### src/rtl/adc_capture_ctrl_pkg.sv
// Shared definitions for the ADC capture sequencer: state encoding (kept
// stable because host-side wire decode reads the raw 2-bit value) and the
// default code / length widths.
package adc_capture_ctrl_pkg;

  localparam int DEF_PRECISION = 10;
  localparam int DEF_LEN_W     = 12;

  typedef enum logic [1:0] {
    ST_IDLE    = 2'd0,
    ST_ARMED   = 2'd1,
    ST_CAPTURE = 2'd2,
    ST_DONE    = 2'd3
  } cap_state_e;

endpackage

### src/rtl/adc_level_trig.sv
// Rising-crossing level trigger for the ADC capture sequencer.
// Compiled only when ADC_CAP_LEVEL_TRIG_EN is defined; hit is asserted when
// the previous code was below the threshold and the current one is at or
// above it. The first enabled cycle never hits because prev_code still holds
// a sample taken before the sequencer was armed.
`ifdef ADC_CAP_LEVEL_TRIG_EN
module adc_level_trig #(
  parameter int PRECISION = 10
) (
  input  logic                 clk,
  input  logic                 rst_n,
  input  logic                 enable,
  input  logic [PRECISION-1:0] code,
  input  logic [PRECISION-1:0] level,
  output logic                 hit
);

  logic [PRECISION-1:0] prev_code;
  logic                 prev_valid;

  // Remember last code and whether it was taken while enabled.
  always_ff @(posedge clk or negedge rst_n) begin
    if (!rst_n) begin
      prev_code  <= '0;
      prev_valid <= 1'b0;
    end else begin
      prev_code  <= code;
      prev_valid <= enable;
    end
  end

  assign hit = enable && prev_valid && (prev_code < level) && (code >= level);

endmodule
`endif

### src/rtl/adc_capture_ctrl.sv
// ADC capture sequencer: arm -> trigger -> burst of capture_len codes into
// the FIFO -> park in DONE. capture_len = 0 free-runs until abort/fifo_full.
// Optional feature macro: ADC_CAP_LEVEL_TRIG_EN adds a rising-crossing level
// trigger (adc_level_trig) OR'd with sw_trig; without it trig_level is unused.
module adc_capture_ctrl
  import adc_capture_ctrl_pkg::*;
#(
  parameter int PRECISION = DEF_PRECISION,
  parameter int LEN_W     = DEF_LEN_W
) (
  input  logic                 clk,
  input  logic                 rst_n,
  input  logic                 arm,
  input  logic                 sw_trig,
  input  logic                 abort,
  input  logic [LEN_W-1:0]     capture_len,
  input  logic [PRECISION-1:0] trig_level,
  input  logic [PRECISION-1:0] adc_code_in,
  input  logic                 fifo_full,
  output logic [PRECISION-1:0] fifo_din,
  output logic                 fifo_wr_en,
  output logic                 busy,
  output logic                 done,
  output logic                 overflow,
  output logic [LEN_W-1:0]     sample_count
);

  localparam logic [LEN_W-1:0] COUNT_MAX = '1;

  cap_state_e       state;
  logic [LEN_W-1:0] len_q;
  logic             wr_q;
  logic             trigger;
  logic [LEN_W-1:0] count_next;
  logic             last_write;

`ifdef ADC_CAP_LEVEL_TRIG_EN
  logic armed;
  logic level_hit;

  assign armed = (state == ST_ARMED);

  adc_level_trig #(
    .PRECISION (PRECISION)
  ) u_level_trig (
    .clk    (clk),
    .rst_n  (rst_n),
    .enable (armed),
    .code   (adc_code_in),
    .level  (trig_level),
    .hit    (level_hit)
  );

  assign trigger = sw_trig | level_hit;
`else
  logic unused_trig_level;

  assign unused_trig_level = ^trig_level;
  assign trigger           = sw_trig;
`endif

  // The write strobe is gated combinationally so a full FIFO never sees a write.
  assign fifo_wr_en = wr_q & ~fifo_full;

  // Saturating next count and end-of-burst detect for the current write.
  // NOTE: every always_comb output gets a default first so no path can infer a latch.
  always_comb begin
    count_next = sample_count;
    if (sample_count != COUNT_MAX) begin
      count_next = sample_count + 1'b1;
    end
    last_write = (len_q != '0) && (count_next == len_q);
  end

  // One register stage between the ADC and the FIFO data port.
  // NOTE: sequential state uses non-blocking assignments so every flop samples pre-edge values.
  always_ff @(posedge clk or negedge rst_n) begin
    if (!rst_n) begin
      fifo_din <= '0;
    end else begin
      fifo_din <= adc_code_in;
    end
  end

  // Sequencer FSM with registered status outputs; abort beats arm beats trigger.
  always_ff @(posedge clk or negedge rst_n) begin
    if (!rst_n) begin
      state        <= ST_IDLE;
      len_q        <= '0;
      wr_q         <= 1'b0;
      busy         <= 1'b0;
      done         <= 1'b0;
      overflow     <= 1'b0;
      sample_count <= '0;
    end else if (abort) begin
      // sample_count and overflow are kept so the host can read back the burst.
      state <= ST_IDLE;
      wr_q  <= 1'b0;
      busy  <= 1'b0;
      done  <= 1'b0;
    end else begin
      case (state)
        ST_IDLE, ST_DONE: begin
          if (arm) begin
            state        <= ST_ARMED;
            len_q        <= capture_len;
            sample_count <= '0;
            overflow     <= 1'b0;
            busy         <= 1'b1;
            done         <= 1'b0;
          end
        end
        ST_ARMED: begin
          if (trigger) begin
            state <= ST_CAPTURE;
            wr_q  <= 1'b1;
          end
        end
        ST_CAPTURE: begin
          if (wr_q) begin
            if (fifo_full) begin
              overflow <= 1'b1;
              wr_q     <= 1'b0;
              state    <= ST_DONE;
              busy     <= 1'b0;
              done     <= 1'b1;
            end else begin
              sample_count <= count_next;
              if (last_write) begin
                wr_q  <= 1'b0;
                state <= ST_DONE;
                busy  <= 1'b0;
                done  <= 1'b1;
              end
            end
          end
        end
        default: begin
          state <= ST_IDLE;
          wr_q  <= 1'b0;
          busy  <= 1'b0;
          done  <= 1'b0;
        end
      endcase
    end
  end

endmodule
### config.mk
export PLATFORM = sky130hd
export DESIGN_NAME = adc_capture_ctrl
export DESIGN_NICKNAME = d
export VERILOG_FILES = /design/src/rtl/adc_capture_ctrl_pkg.sv /design/src/rtl/adc_level_trig.sv /design/src/rtl/adc_capture_ctrl.sv
export SDC_FILE = /design/constraint.sdc
export NUM_CORES = 1
export LEC_CHECK = 0
export BUFFER_PORTS_ARGS = -buffer_cell sky130_fd_sc_hd__buf_2
export CAP_MARGIN = 10
export CORE_UTILIZATION = 25
export DETAILED_ROUTE_END_ITERATION = 12
export GPL_TIMING_DRIVEN = 0
export HOLD_SLACK_MARGIN = 0.08
export PLACE_DENSITY = 0.48
export SLEW_MARGIN = 25
export SYNTH_ARGS = -nofsm -noshare
export SYNTH_HDL_FRONTEND = slang
export SYNTH_HIERARCHICAL = 1
export SYNTH_SLANG_ARGS = --single-unit
export TNS_END_PERCENT = 30
### constraint.sdc
create_clock -name clk -period 2.9 [get_ports clk]
set_input_delay 0.145 -clock clk [delete_from_list [all_inputs] [get_ports clk]]
set_output_delay 0.145 -clock clk [all_outputs]
set_load 0.02 [all_outputs]
== Word level (Yosys, flattened, before mapping) ==
Cells that the tools add are included.
Cells by class
  add/subtract/negate cells: 1
  multipliers: 0
  divide/modulo/power cells: 0
  order comparisons: 0
  equality and inequality tests: 13
  shift-type cells: 0
  mux-type cells: 33
  bitwise logic cells: 3
  reduce and logical (&&, ||, !) cells: 13
Operators with widths (number)
  $mux 12: 4
  $pmux 12 s2: 1
  $mux 1: 17
  $add 12x1->12 const B: 1
  $eq 12x12->1: 1
  $mux 2: 6
  $ne 12x12->1 const B: 1
  $reduce_bool 12->1: 1
  $reduce_and 5->1: 2
  $ne 3x3->1 const B: 3
  $ne 2x2->1 const B: 4
  $pmux 1 s2: 4
  $reduce_and 4->1: 2
  $pmux 2 s3: 1
  $reduce_bool 3->1: 2
  $eq 2x2->1 const B: 2
  $ne 4x4->1 const B: 1
  $reduce_and 3->1: 1
  $eq 2x1->1 const B: 1
  $logic_not 2->1: 1
  $not 1->1: 2
  $reduce_and 2->1: 1
  $reduce_bool 2->1: 1
  $reduce_or 2->1: 1
  other kinds (2): 2
Storage, ports and cells
  flip-flop bits (word level): 40
  bits in latches: 0
  bits in writable memories: 0
  memory bits (read-only): 0
  bits of input ports: 38
  output and inout port bits: 26
  word-level logic and storage cells: 71
  memories kept: 0

== Depth between registers and ports, before layout ==
Gate-level depths: netlist of run 1.
  word-level depth: 9
  gate-level depth with buffers: 10
  gate-level depth less buffers: 9

== Least setup slack after synthesis of run 1 ==
No wires, ideal clock.
  path type: reg2reg
  start: register sample_count[1]
  end: register busy
  library setup time: 132 ps
  arrival: 2458 ps
  required time: 2768 ps
  path slack: 310 ps
  cell stages (with the launch flop): 9
  buffers on the path: 0
  clock period less this slack: 2590 ps
  path through: dfrtp_1 > ha_1 > nand3_1 > or4_4 > mux2i_1 > or3_1 > nor4_2 > o211a_1 > o31ai_2
Between the ends
  cells in the longest elaborated chain, start to end: 6
  elaborated cells between the ends (all ways): 7
  those cells by class: 1 x add/sub; 3 x eq/ne; 1 x mux; 2 x reduce/logical
RTL lines
  start, declared: line adc_capture_ctrl.sv:25  | output logic [LEN_W-1:0] sample_count
  start signal, assigned: line adc_capture_ctrl.sv:128  | sample_count <= count_next;
  $add 12x1->12 or $ne 12x12->1 (tied branches): line adc_capture_ctrl.sv:70, adc_capture_ctrl.sv:69
  $mux 12 *: line adc_capture_ctrl.sv:69  | if (sample_count != COUNT_MAX) begin
  $eq 12x12->1 *: line adc_capture_ctrl.sv:72  | last_write = (len_q != '0) && (count_next == len_q);
  $logic_and 1x1->1 *: line adc_capture_ctrl.sv:72
  $ne 4x4->1 (no source line) *
  $reduce_and 4->1 (no source line) *
  end signal, assigned: line adc_capture_ctrl.sv:91  | busy <= 1'b0;
  end signal, assigned: line adc_capture_ctrl.sv:99  | busy <= 1'b0;
  end signal, assigned: line adc_capture_ctrl.sv:109  | busy <= 1'b1;
  end, declared: line adc_capture_ctrl.sv:22  | output logic busy,
Every way passes the cells marked *; elsewhere a longest branch is shown, timed or not.
A chain may end at the register's enable or synchronous reset.

== Worst setup path after layout of run 1 ==
Same ends and word-level chain as after synthesis.

==> results of run 1 <==
==> kinds of logic (layout without fill, tap and decap cells) <==
logic type / after synthesis / after routing / synth area share
and+or+nand+nor: 92 / 92 / 0.214
adders and majority gates: 3 / 3 / 0.0157
DFF: 40 / 40 / 0.419
muxes: 18 / 18 / 0.0827
buffers and inverters: 23 / 106 / 0.0461
xor gates and xnor gates: 11 / 11 / 0.0403
AOI/OAI and AO/OA: 64 / 64 / 0.183
==> flip-flops by register name, summed over array words and instances, names as in the netlist <==
| signal | flops |
|---|---|
| busy | 1 |
| done | 1 |
| fifo_din | 10 |
| len_q | 12 |
| overflow | 1 |
| sample_count | 12 |
| state | 2 |
| wr_q | 1 |
==> area by class of cell <==
type,count,area (sq um),share of cell area
buffer,16,83.8,0.0266
sequential,40,1000,0.317
multi-input combinational,188,1300,0.412
timing repair buffer,75,493,0.156
inverter,7,26.3,0.00832
clock inverter,3,21.3,0.00674
clock buffer,5,68.8,0.0218
tap,129,161,0.0511
==> per-layer routing <==
layer,routed length (microns),vias up,global-route usage
met5,0,-,0
li1,-,1101,-
met4,97,0,0.0475
met3,244,8,0.0251
met2,3150,53,0.224
met1,3080,1056,0.186
==> worst max-delay path: stages (launching register included) <==
cell      delay [ns]
dfrtp_2         0.47
ha_2            0.25
and3_1          0.20
buf_6           0.14
a31oi_4         0.24
a21oi_1         0.12
o31ai_2         0.28
o311ai_1        0.18
nor4_2          0.39
o211a_1         0.23
o31ai_2         0.07
==> cells in the mapped netlist, types with 3 or more instances <==
library cell  instances  area, sq um
dfrtp_1              40         1000
nor2_1               20         75.1
a21oi_1              19         95.1
nand2_1              17         63.8
mux2_2               12          135
nand3_1              12         60.1
a31oi_1               7         43.8
buf_2                 7         35.0
inv_1                 7         26.3
xor2_1                7         61.3
nor3_1                6         30.0
o21ai_0               6         30.0
clkbuf_1              5         18.8
nor4_1                5         31.3
and3_1                4         25.0
mux2i_1               4         40.0
nand2b_1              4         25.0
nand4_1               4         25.0
o22a_1                4         35.0
xnor2_1               4         35.0
ha_1                  3         37.5
o211ai_1              3         22.5
o22ai_1               3         18.8
o31ai_1               3         22.5
==> stage by stage <==
step | std cells | hold slack [ns] | cell area, sq um
2_1_floorplan | 251 | -0.151 | 2390
3_3_place_gp | 432 | 0.253 | 2810
3_5_place_dp | 432 | 0.254 | 2810
4_1_cts | 463 | 0.229 | 3140
5_1_grt | 463 | 0.239 | 3160
6_report | 463 | 0.233 | 3160
==> worst paths after layout <==
kind,to,slack [ns],cells past startpoint
setup / recovery,busy$_DFFE_PN0P_,0.21,10
setup reg to reg,busy$_DFFE_PN0P_,0.21,10
hold / removal,busy$_DFFE_PN0P_,0.23,4
min in group asynchronous,fifo_din[6]$_DFF_PN0_,0.36,2
hold reg to reg,overflow$_DFFE_PN0P_,0.50,1
max in group asynchronous,sample_count[1]$_DFFE_PN0P_,2.16,2
==> where the power goes <==
group	leakage, nW	internal, W	switching, W	total, W
logic	0.882	0.000352	0.000430	0.000782
clock network	0.0445	0.000171	0.000226	0.000397
registers	0.503	0.000687	0.000159	0.000845
==> timing repair <==
item / in CTS / in global routing
setup endpoints to repair: 3 / 5
endpoints found under the hold margin: 62 / 0
pin swaps: 0 / 1
hold buffers: 23 / 0
resized for setup: 2 / 4
==> results.toml, run 1 <==
[run_status]
status = "finished clean"

[global_routing]
grt_pass1_wl_mm = 10.8
overflow = 0
grt_pass1_vias = 2164
antenna_found_initial = 0
grt_max_degree = 41
track_usage = 0.138

[timing]
setup_viol = 0
finalSetupTns_ns = 0
slew_violations = 0
timing.final.ws_setup_ns = 0.208
hold_violations = 0
finalCriticalPeriod_ns = 2.69
rsz0062_at_grt = "no"
tightest_slew_ns = 0.582
max_slew_margin = 0.612
clock_skew_ns = 0.00634
max_freq_ghz = 0.371
post-route-period-util = 0.928

[finish]
antennaDiodeCount = 0
drive_above_1_share = 0.293
final_cell_mix = "58 x buf_2, 39 x dfrtp_1, 23 x dlygate4sd3_1"
fillCellCount = 982
area_delta_synth_final_pct = 32.1
nNetsFinal = 374
final_core_util = 0.342
layout_commonest_cell = "buf_2"

[job]
maxCapViolations = 0

[yosys]
synth_area_per_cell_sq_um = 9.52
async_reset_ff_frac = 1.00
synthFlopType = "dfrtp_1"
ys_seq_area_frac = 0.419
synth_nets = 292
synthesis.area_sq_um = 2390
syn_inst = 251
synth_edf_count = 0
ys_types = 57
yosysWarnings = 6
ys_ff_latch = 40

[die]
die_w_microns = 99.8
die_h_microns = 99.8
initial_core_util = 0.259
rows = 35
core_area_sq_um = 9240
dieArea_sq_um = 9950
num_io_pins = 64

[clock_tree]
clkTransAtPathRegs_ns = 0.09
htree_levels = 2
cts_root_buf = "clkbuf_8"
cts_sinks = 40
cts_buffer_depth = 2
cts_tree = "built"
post_cts_buffers = 0
cts_buffers = 5
clk_latency_ns = 0.30

[hold_path]
hold_path.class = "in2reg"
hold_start = "arm"

[route]
detail-route-antenna-nets = 0
wire_per_inst_microns = 14.2
drt_wl_total_mm = 6.57
vias = 2218
drt_iter0_markers = 117
via_per_inst = 4.79
dr.pass1.iters = 4
drc = 0

[power_and_ir_drop]
p_leak_nw = 1.43
power.density_nw_per_um2 = 641
ir_drop_mv = 0.310
finalPower_w = 0.00202

[critical_path]
end_kind = "flip-flop"
cp-start-kind = "flip-flop"
arrival_ns = 2.87
crit_type = "reg2reg"
required_ns = 3.08
cp-startpoint = "sample_count[1]$_DFFE_PN0P_"
critPathMaxFanout = 9
crit-reg2reg-launch = "sample_count[1]$_DFFE_PN0P_"

[place]
portBuffers = 52
gp_congestion = 0.923
hpwl_mm = 4.88
dp_slack_ns = -0.0667
Power figures use the tool's default switching activity.
==> run 2, diff against run 1 <==
CORE_ASPECT_RATIO = 1.1   (was unset)
==> run 2 against run 1 <==
  * Via count is 2.2% higher
  * Worst hold slack worse by 0.14 ns
  * Final cell count is 3.5% lower
  * Count of clock-buffer cells in the layout is 1 higher
  * Routed wire length is 0.49% lower
  * Design area is 1.3% lower
  * Die area hardly changed
  * Non-clock buffer count is 4 lower
  * Clock power is 17% higher
  * Largest cell class unchanged
  * Largest power group unchanged
==> results.toml, run 2 (synthesized netlist as in run 1, its figures left out) <==
[run_status]
status = "finished clean"

[power_and_ir_drop]
p_leak_nw = 1.42
ir_drop_mv = 0.438
power.density_nw_per_um2 = 669

[global_routing]
antenna_found_initial = 0
grt_pass1_wl_mm = 11.0
track_usage = 0.141
grt_pass1_vias = 2218
overflow = 0
grt_max_degree = 41

[route]
drc = 0
via_per_inst = 5.07
drt_wl_total_mm = 6.54
detail-route-antenna-nets = 0
vias = 2266
wire_per_inst_microns = 14.6
drt_iter0_markers = 160
dr.pass1.iters = 4

[place]
portBuffers = 52
dp_slack_ns = -0.0161
placed_cell_area_sq_um = 2800
hpwl_mm = 4.91
gp_congestion = 0.891

[critical_path]
crit_type = "reg2reg"
path_buf_inv = 1
required_ns = 3.08
critPathMaxFanout = 9
slowest_stage = "dfrtp_2"
cp-start-kind = "flip-flop"
worstPathCellList = "ha_2, and3_1, buf_6, a31oi_2, a21oi_1, o31ai_2, nand4_1, nor3_2, a21o_1, mux2_1"
arrival_ns = 2.90
max_stage_delay_ns = 0.47
crit_family = "compound AO/OA/AOI/OAI gates"
end_kind = "flip-flop"

[finish]
reg_top3 = "len_q (12), sample_count (12), fifo_din (10)"
drive_above_1_share = 0.294
nNetsFinal = 370
layout_commonest_cell = "buf_2"
final_cell_mix = "58 x buf_2, 39 x dfrtp_1, 20 x nor2_1"
stdcell_area_sq_um = 3120
antennaDiodeCount = 0
area_delta_synth_final_pct = 30.4

[clock_tree]
cts_buffer_depth = 2
clk_latency_ns = 0.30
cts_tree = "built"
cts_buffers = 5
clkTransAtPathRegs_ns = 0.09
cts_root_buf = "clkbuf_8"
htree_levels = 2
cts_sinks = 40

[timing]
max_freq_ghz = 0.367
setup_viol = 0
timing.final.ws_setup_ns = 0.176
tightest_slew_ns = 0.539
post-route-period-util = 0.939
finalCriticalPeriod_ns = 2.72
max_slew_margin = 0.641
finalSetupTns_ns = 0
rsz0062_at_grt = "no"
slew_violations = 0
hold_violations = 0
clock_skew_ns = 0.0111

[die]
core_area_sq_um = 9310
die_w_microns = 95.2
dieArea_sq_um = 9950
num_io_pins = 64
rows = 37
die_h_microns = 105
initial_core_util = 0.257

[hold_path]
hold_path.class = "in2reg"

[job]
maxCapViolations = 0
==> run 2: cell types whose count changed in the layout (fill, tap and decap cells not counted), sizes merged <==
| cell | before | now |
|---|---|---|
| dlygate4sd3 | 23 | 19 |
| bufinv | 0 | 1 |
| clkbuf | 10 | 11 |
| clkinvlp | 1 | 0 |
| inv | 8 | 7 |
==> run 2: final cells by class <==
class,instances,area (sq um)
flip-flops and latches,40,1000
inverters,7,26.3
multi-input cells,188,1300
clock buffers,6,72.6
repair buffers,71,453
plain buffers,16,83.8
clock inverters,2,35.0
fillers,973,6190
well taps,117,146
==> run 2: routing by layer <==
metal  part of all wire  wire, microns  track usage
met5                  0              0            0
met4              0.023            148       0.0519
met3              0.051            336       0.0226
met2               0.49           3190        0.226
met1               0.44           2860        0.189
==> run 2: repair_timing <==
item                                   4_1_cts  5_1_grt
buffers inserted                             0        0
setup endpoints to repair                    2        5
endpoints found under the hold margin       58        0
resized for setup                            1        4
hold buffers                                19        0
==> run 2: worst reg2reg max path, cell delays in order (launching register included) <==
cell and delay (ns):
dfrtp_2 0.47, ha_2 0.24, and3_1 0.20, buf_6 0.14, a31oi_2 0.29, a21oi_1 0.14, o31ai_2 0.27, nand4_1 0.14
nor3_2 0.21, a21o_1 0.18, mux2_1 0.32
==> run 2: worst paths after layout <==
| kind | from | to | slack, ns | cells past startpoint |
|---|---|---|---|---|
| worst max-delay path | sample_count[1]$_DFFE_PN0P_ | state[1]$_DFFE_PN0P_ | 0.18 | 10 |
| worst min-delay path | capture_len[3] | len_q[3]$_DFFE_PN0P_ | 0.09 | 2 |
| worst max register to register | sample_count[1]$_DFFE_PN0P_ | state[1]$_DFFE_PN0P_ | 0.18 | 10 |
| worst min register to register | overflow$_DFFE_PN0P_ | overflow$_DFFE_PN0P_ | 0.49 | 1 |
| max in group asynchronous | rst_n | sample_count[1]$_DFFE_PN0P_ | 2.16 | 2 |
| min in group asynchronous | rst_n | busy$_DFFE_PN0P_ | 0.37 | 2 |
==> run 2: per-stage QoR <==
stage	utilization	power, W	instances	hold slack, ns
2_1_floorplan	-	0.00138	251	-0.151
3_3_place_gp	0.301	0.00160	420	0.253
3_5_place_dp	0.301	0.00161	420	0.254
4_1_cts	0.333	0.00210	447	0.0806
5_1_grt	0.335	0.00223	447	0.0905
6_report	0.335	0.00209	447	0.0886
==> run 2: where the power goes <==
part / internal [W] / total (W) / switching [W]
combinational: 0.000348 / 0.000773 / 0.000425
sequential: 0.000687 / 0.000847 / 0.000161
clock: 0.000256 / 0.000465 / 0.000209
total: 0.00129 / 0.00209 / 0.000794
